--- config.mk ---
export PLATFORM = sky130hd
export DESIGN_NAME = sync_fifo_core
export DESIGN_NICKNAME = d
export VERILOG_FILES = /design/src/rtl/fifo_pkg.sv /design/src/rtl/sync_fifo_core_mem.sv /design/src/rtl/sync_fifo_core.sv
export SDC_FILE = /design/constraint.sdc
export NUM_CORES = 1
export LEC_CHECK = 0
export CAP_MARGIN = 10
export CORE_ASPECT_RATIO = 0.9
export CORE_MARGIN = 2
export CORE_UTILIZATION = 29
export CTS_CLUSTER_SIZE = 14
export DETAILED_ROUTE_END_ITERATION = 10
export PLACE_DENSITY = 0.52
export SYNTH_ARGS = -nofsm -noshare
export SYNTH_HDL_FRONTEND = slang
export SYNTH_SLANG_ARGS = --single-unit
--- constraint.sdc ---
create_clock -name clk -period 7.8 [get_ports clk]
set_input_delay 1.56 -clock clk [delete_from_list [all_inputs] [get_ports clk]]
set_output_delay 1.56 -clock clk [all_outputs]
set_load 0.02 [all_outputs]
--- src/rtl/fifo_pkg.sv ---
// Shared defaults and types for the synchronous byte FIFO.
// The modules take their parameter defaults from here; the typedefs match those defaults.
package fifo_pkg;
    localparam int DEF_DATA_W = 8;
    localparam int DEF_DEPTH  = 16;
    localparam int DEF_ADDR_W = $clog2(DEF_DEPTH);

    typedef logic [DEF_DATA_W-1:0] data_t;
    typedef logic [DEF_ADDR_W:0]   ptr_t;
endpackage

--- src/rtl/sync_fifo_core_mem.sv ---
// Simple dual-port register array with a registered read port.
// The array itself has no reset; only the read register is cleared.
module fifo_mem
    import fifo_pkg::*;
#(
    parameter int DATA_W = DEF_DATA_W,
    parameter int DEPTH  = DEF_DEPTH,
    parameter int ADDR_W = $clog2(DEPTH)
) (
    input  logic              clk,
    input  logic              reset,
    input  logic              we,
    input  logic [ADDR_W-1:0] waddr,
    input  logic [DATA_W-1:0] wdata,
    input  logic              re,
    input  logic [ADDR_W-1:0] raddr,
    output logic [DATA_W-1:0] rdata
);

    logic [DATA_W-1:0] mem [DEPTH];

    always_ff @(posedge clk) begin
        if (we) mem[waddr] <= wdata;
    end

    // Read data holds its value between accepted reads.
    always_ff @(posedge clk or negedge reset) begin
        if (!reset)  rdata <= '0;
        else if (re) rdata <= mem[raddr];
    end

endmodule

--- src/rtl/sync_fifo_core.sv ---
// Synchronous FIFO control: pointers, occupancy count, full/empty flags and
// sticky overflow/underflow errors around a registered-read storage array.
module sync_fifo_core
    import fifo_pkg::*;
#(
    parameter int DATA_W = DEF_DATA_W,
    parameter int DEPTH  = DEF_DEPTH,
    localparam int ADDR_W = $clog2(DEPTH)
) (
    input  logic              clk,
    input  logic              reset,
    input  logic [DATA_W-1:0] data_in,
    input  logic              write_enb,
    input  logic              read,
    output logic [DATA_W-1:0] data_out,
    output logic              full,
    output logic              empty,
    output logic [ADDR_W:0]   count,
    output logic              overflow,
    output logic              underflow,
    input  logic              clr_err
);

    localparam logic [ADDR_W:0] PTR_ONE  = (ADDR_W+1)'(1);
    localparam logic [ADDR_W:0] FULL_CNT = (ADDR_W+1)'(DEPTH);

    logic [ADDR_W:0] wr_ptr;
    logic [ADDR_W:0] rd_ptr;
    logic [ADDR_W:0] count_next;
    logic            wr_acc;
    logic            rd_acc;

    // Accept decisions use the flags registered before this edge.
    always_comb begin
        wr_acc     = write_enb & ~full;
        rd_acc     = read & ~empty;
        count_next = count + {{ADDR_W{1'b0}}, wr_acc} - {{ADDR_W{1'b0}}, rd_acc};
    end

    always_ff @(posedge clk or negedge reset) begin
        if (!reset) begin
            wr_ptr <= '0;
            rd_ptr <= '0;
            count  <= '0;
            full   <= 1'b0;
            empty  <= 1'b1;
        end else begin
            if (wr_acc) wr_ptr <= wr_ptr + PTR_ONE;
            if (rd_acc) rd_ptr <= rd_ptr + PTR_ONE;
            count <= count_next;
            full  <= (count_next == FULL_CNT);
            empty <= (count_next == '0);
        end
    end

    // clr_err wins over any error event on the same edge.
    always_ff @(posedge clk or negedge reset) begin
        if (!reset) begin
            overflow  <= 1'b0;
            underflow <= 1'b0;
        end else if (clr_err) begin
            overflow  <= 1'b0;
            underflow <= 1'b0;
        end else begin
            overflow  <= overflow  | (write_enb & full);
            underflow <= underflow | (read & empty);
        end
    end

    fifo_mem #(
        .DATA_W (DATA_W),
        .DEPTH  (DEPTH),
        .ADDR_W (ADDR_W)
    ) u_mem (
        .clk   (clk),
        .reset (reset),
        .we    (wr_acc),
        .waddr (wr_ptr[ADDR_W-1:0]),
        .wdata (data_in),
        .re    (rd_acc),
        .raddr (rd_ptr[ADDR_W-1:0]),
        .rdata (data_out)
    );

    // The count-based flags must agree with the wrap-bit pointer comparison.
    logic ptr_full;
    logic ptr_empty;
    logic [ADDR_W:0] ptr_diff;

    always_comb begin
        ptr_full  = (wr_ptr[ADDR_W-1:0] == rd_ptr[ADDR_W-1:0]) && (wr_ptr[ADDR_W] != rd_ptr[ADDR_W]);
        ptr_empty = (wr_ptr == rd_ptr);
        ptr_diff  = wr_ptr - rd_ptr;
    end

    a_flags_agree: assert property (@(posedge clk) disable iff (!reset)
        (full == ptr_full) && (empty == ptr_empty) && (count == ptr_diff));

endmodule
==> results.py <==
metrics = {
    "layout": {
        "nets": 407,
        "final_area_mm2": 0.00740,
        "final_common_cell": "edfxtp_1",
        "stdcell_count": 682,
        "area_growth_pct": 19.8,
        "drive_above_1_share_pct": 14.6,
        "final_cell_mix": "edfxtp_1 (128), mux2i_1 (32), clkdlybuf4s50_1 (29), dfrtp_1 (23), o22ai_1 (20)",
        "fill_cells": 1928,
        "num_antenna_cells": 0,
    },
    "floorplanning": {
        "num_rows": 50,
        "die_h_um": 143,
        "die_area_mm2": 0.0225,
        "die_x_um": 158,
        "io_pins": 30,
        "start_util_pct": 29.7,
        "core_mm2": 0.0208,
    },
    "worst_hold_path": {
        "hp-class": "reg2reg",
    },
    "clocking": {
        "cts-resized-gates": 0,
        "postCtsSetupBuffers": 0,
        "clk_latency_ps": 420,
        "clock_path_buffers": 2,
        "cts_buffers": 17,
        "cts.sinks": 153,
        "cts_hold_buf": 0,
        "cts-htree-levels": 4,
        "root_buffer": "clkbuf_16",
        "path_clk_slew_ps": 60,
        "cts_tree": "yes",
    },
    "outcome": {
        "status": "complete, no violations",
    },
    "setup_path": {
        "worst-path-buf-inv": 4,
        "cp_common_cell": "inv_1",
        "cp.required_ps": 8110,
        "crit_chain": "clkdlybuf4s50_1 > nor2b_1 > inv_1 > ha_1 > inv_1 > ha_1 > inv_1 > fa_1 > nor2b_1 > o21ai_0 > and3_1 > nor4_1",
        "arrival_ps": 4380,
        "crit_type": "in2reg",
        "cp_slowest_stage_delay_ps": 490,
        "worstSetupStartpointType": "input pin",
        "crit_path_end_kind": "flip-flop",
        "crit_slowest_cell": "clkdlybuf4s50_1",
        "critPathTopFamily": "simple AND/OR/NAND/NOR gates",
        "critPathMaxFanout": 8,
    },
    "sta": {
        "fin_crit_ps": 4060,
        "period_share_pct": 52.1,
        "finClkSkew_ps": 8.78,
        "setup_slack_ps": 3740,
        "finalSetupTns_ps": 0,
        "rsz0062_at_grt": "no",
        "setup_viol": 0,
        "relSlewSlack_pct": 37.3,
        "slew_violations": 0,
        "hold_viol_final": 0,
        "hold_slack_ps": 487,
        "worst_slew_pin_slew_ps": 940,
        "fmax_mhz": 246,
    },
    "global_route": {
        "grt_max_degree": 41,
        "grt_pass1_vias": 3125,
        "track_usage_pct": 11.7,
        "antenna_found_initial": 0,
        "grt_pass1_wl_um": 18400,
        "gr-total-overflow": 0,
    },
    "logic_synthesis": {
        "synth_edf_count": 128,
        "synth_xor_area_share_pct": 1.28,
        "syn_nets": 372,
        "synthesis.area_mm2": 0.00618,
        "synth.area.top_cells": "edfxtp_1 (62%), dfrtp_1 (9.7%), mux2i_1 (5.2%), mux4_2 (3.6%), mux4_1 (2.6%)",
        "synth_cell_type_count": 37,
        "synth_compound_area_share_pct": 3.56,
        "ys.flop_type": "edfxtp_1",
        "netlist.area_leader.share_pct": 62.2,
        "synth_mux_area_share_pct": 13.0,
        "synthArstFlopShare_pct": 16.3,
        "synth-simple-area-share_pct": 5.10,
        "ys_warn_count": 0,
        "synth_area_per_cell_um2": 17.8,
        "syn_inst": 348,
        "synth_area_leader_cell": "edfxtp_1",
        "yosysSeqAreaShare_pct": 72.3,
        "synth_seq_cells": 153,
        "synth_top_family_by_area": "multiplexers",
        "synthAdderAreaFrac_pct": 2.35,
    },
    "detailed_routing": {
        "wirelength_um": 12300,
        "drt_iter0_markers": 228,
        "drc": 0,
        "vias": 3014,
        "drtAntennaViolNets": 0,
        "dr.pass1.iters": 4,
        "wl_per_cell_um": 18.0,
        "vias_per_cell": 4.42,
    },
    "power_and_ir_drop": {
        "ir_drop_uv": 185,
        "leakage_nw": 2.58,
        "power_density_mw_per_mm2": 392,
    },
    "placed_design": {
        "placed_area_mm2": 0.00675,
        "portBuffers": 29,
        "place.gp.congestion": 0.729,
        "pre_cts_slack_ps": 3300,
        "dp_cells": 650,
        "hpwl_um": 7830,
    },
    "run": {
        "max_cap_viol_count": 0,
    },
}
==> flip-flops by register name (all words and copies together) (netlist names) <==
signal / cells
u_mem.mem: 128
u_mem.rdata: 8
count: 5
rd_ptr: 4
wr_ptr: 4
empty: 1
full: 1
overflow: 1
underflow: 1
==> synthesized netlist by cell type (all sizes together), types with 3 or more instances <==
master and number:
mux4 16, mux2 9, nor2 12, a21oi 4, xnor2 7, inv 11, mux2i 32, o22ai 24
clkbuf 4, buf 12, nand2 6, nand2b 3, nor2b 3, dfrtp 24, edfxtp 128, ha 10
nor3 9, and2 16
==> metal layers <==
layer / vias up / track usage, % / wire length, um
met2: 63 / 17.8 / 5770
li1: 1418 / - / -
met3: 10 / 3.29 / 532
met4: 0 / 4.02 / 121
met5: - / 0 / 0
met1: 1523 / 16.2 / 5870
==> through the flow <==
step                total power, mW  util [%]
floorplan                      1.75         -
global placement               2.01      32.4
detailed placement             2.02      32.4
CTS                            2.93      35.5
global route                   3.05      35.5
finish                         2.90      35.5
==> power by group <==
part           internal, mW  leakage, nW  switching, mW
registers              1.02         1.45          0.118
clock network         0.596        0.315          0.309
logic                 0.397        0.817          0.455
total                  2.02         2.58          0.882
==> kinds of logic (layout without fill, tap and decap cells) <==
logic type	count (synthesis)	in the layout
buf+inv	27	75
mux	57	57
xor+xnor	9	9
fa+ha+maj	11	11
compound gates	32	32
simple gates	59	59
flops	153	153
==> layout make-up <==
| type | instances | area [um2] | share of cell area, % |
|---|---|---|---|
| clock buffers | 18 | 429 | 5.80 |
| clock inverters | 14 | 226 | 3.06 |
| inverters | 11 | 41.3 | 0.558 |
| multi-input cells | 168 | 1560 | 21.1 |
| flip-flops and latches | 153 | 4470 | 60.4 |
| well taps | 286 | 358 | 4.83 |
| repair buffers | 32 | 313 | 4.23 |
==> final timing paths <==
path                            startpoint         to  slack (ps)  cells after the start
worst min register to register   rd_ptr[3]  rd_ptr[3]         490                      1
worst max register to register        full       full        4980                     11
min in group asynchronous            reset   count[0]        1510                      2
worst max-delay path             write_enb       full        3740                     12
max in group asynchronous            reset      empty        5990                      2
worst min-delay path             rd_ptr[3]  rd_ptr[3]         490                      1
==> worst reg2reg max path: stages (launching register included) <==
cell and delay, ps:
dfrtp_1 400, nor2b_1 410, inv_1 160, ha_1 290
inv_1 60, ha_1 160, inv_1 50, fa_1 390
nor2b_1 130, o21ai_0 140, and3_1 240, nor4_1 280
Power figures use the tool's default switching activity.
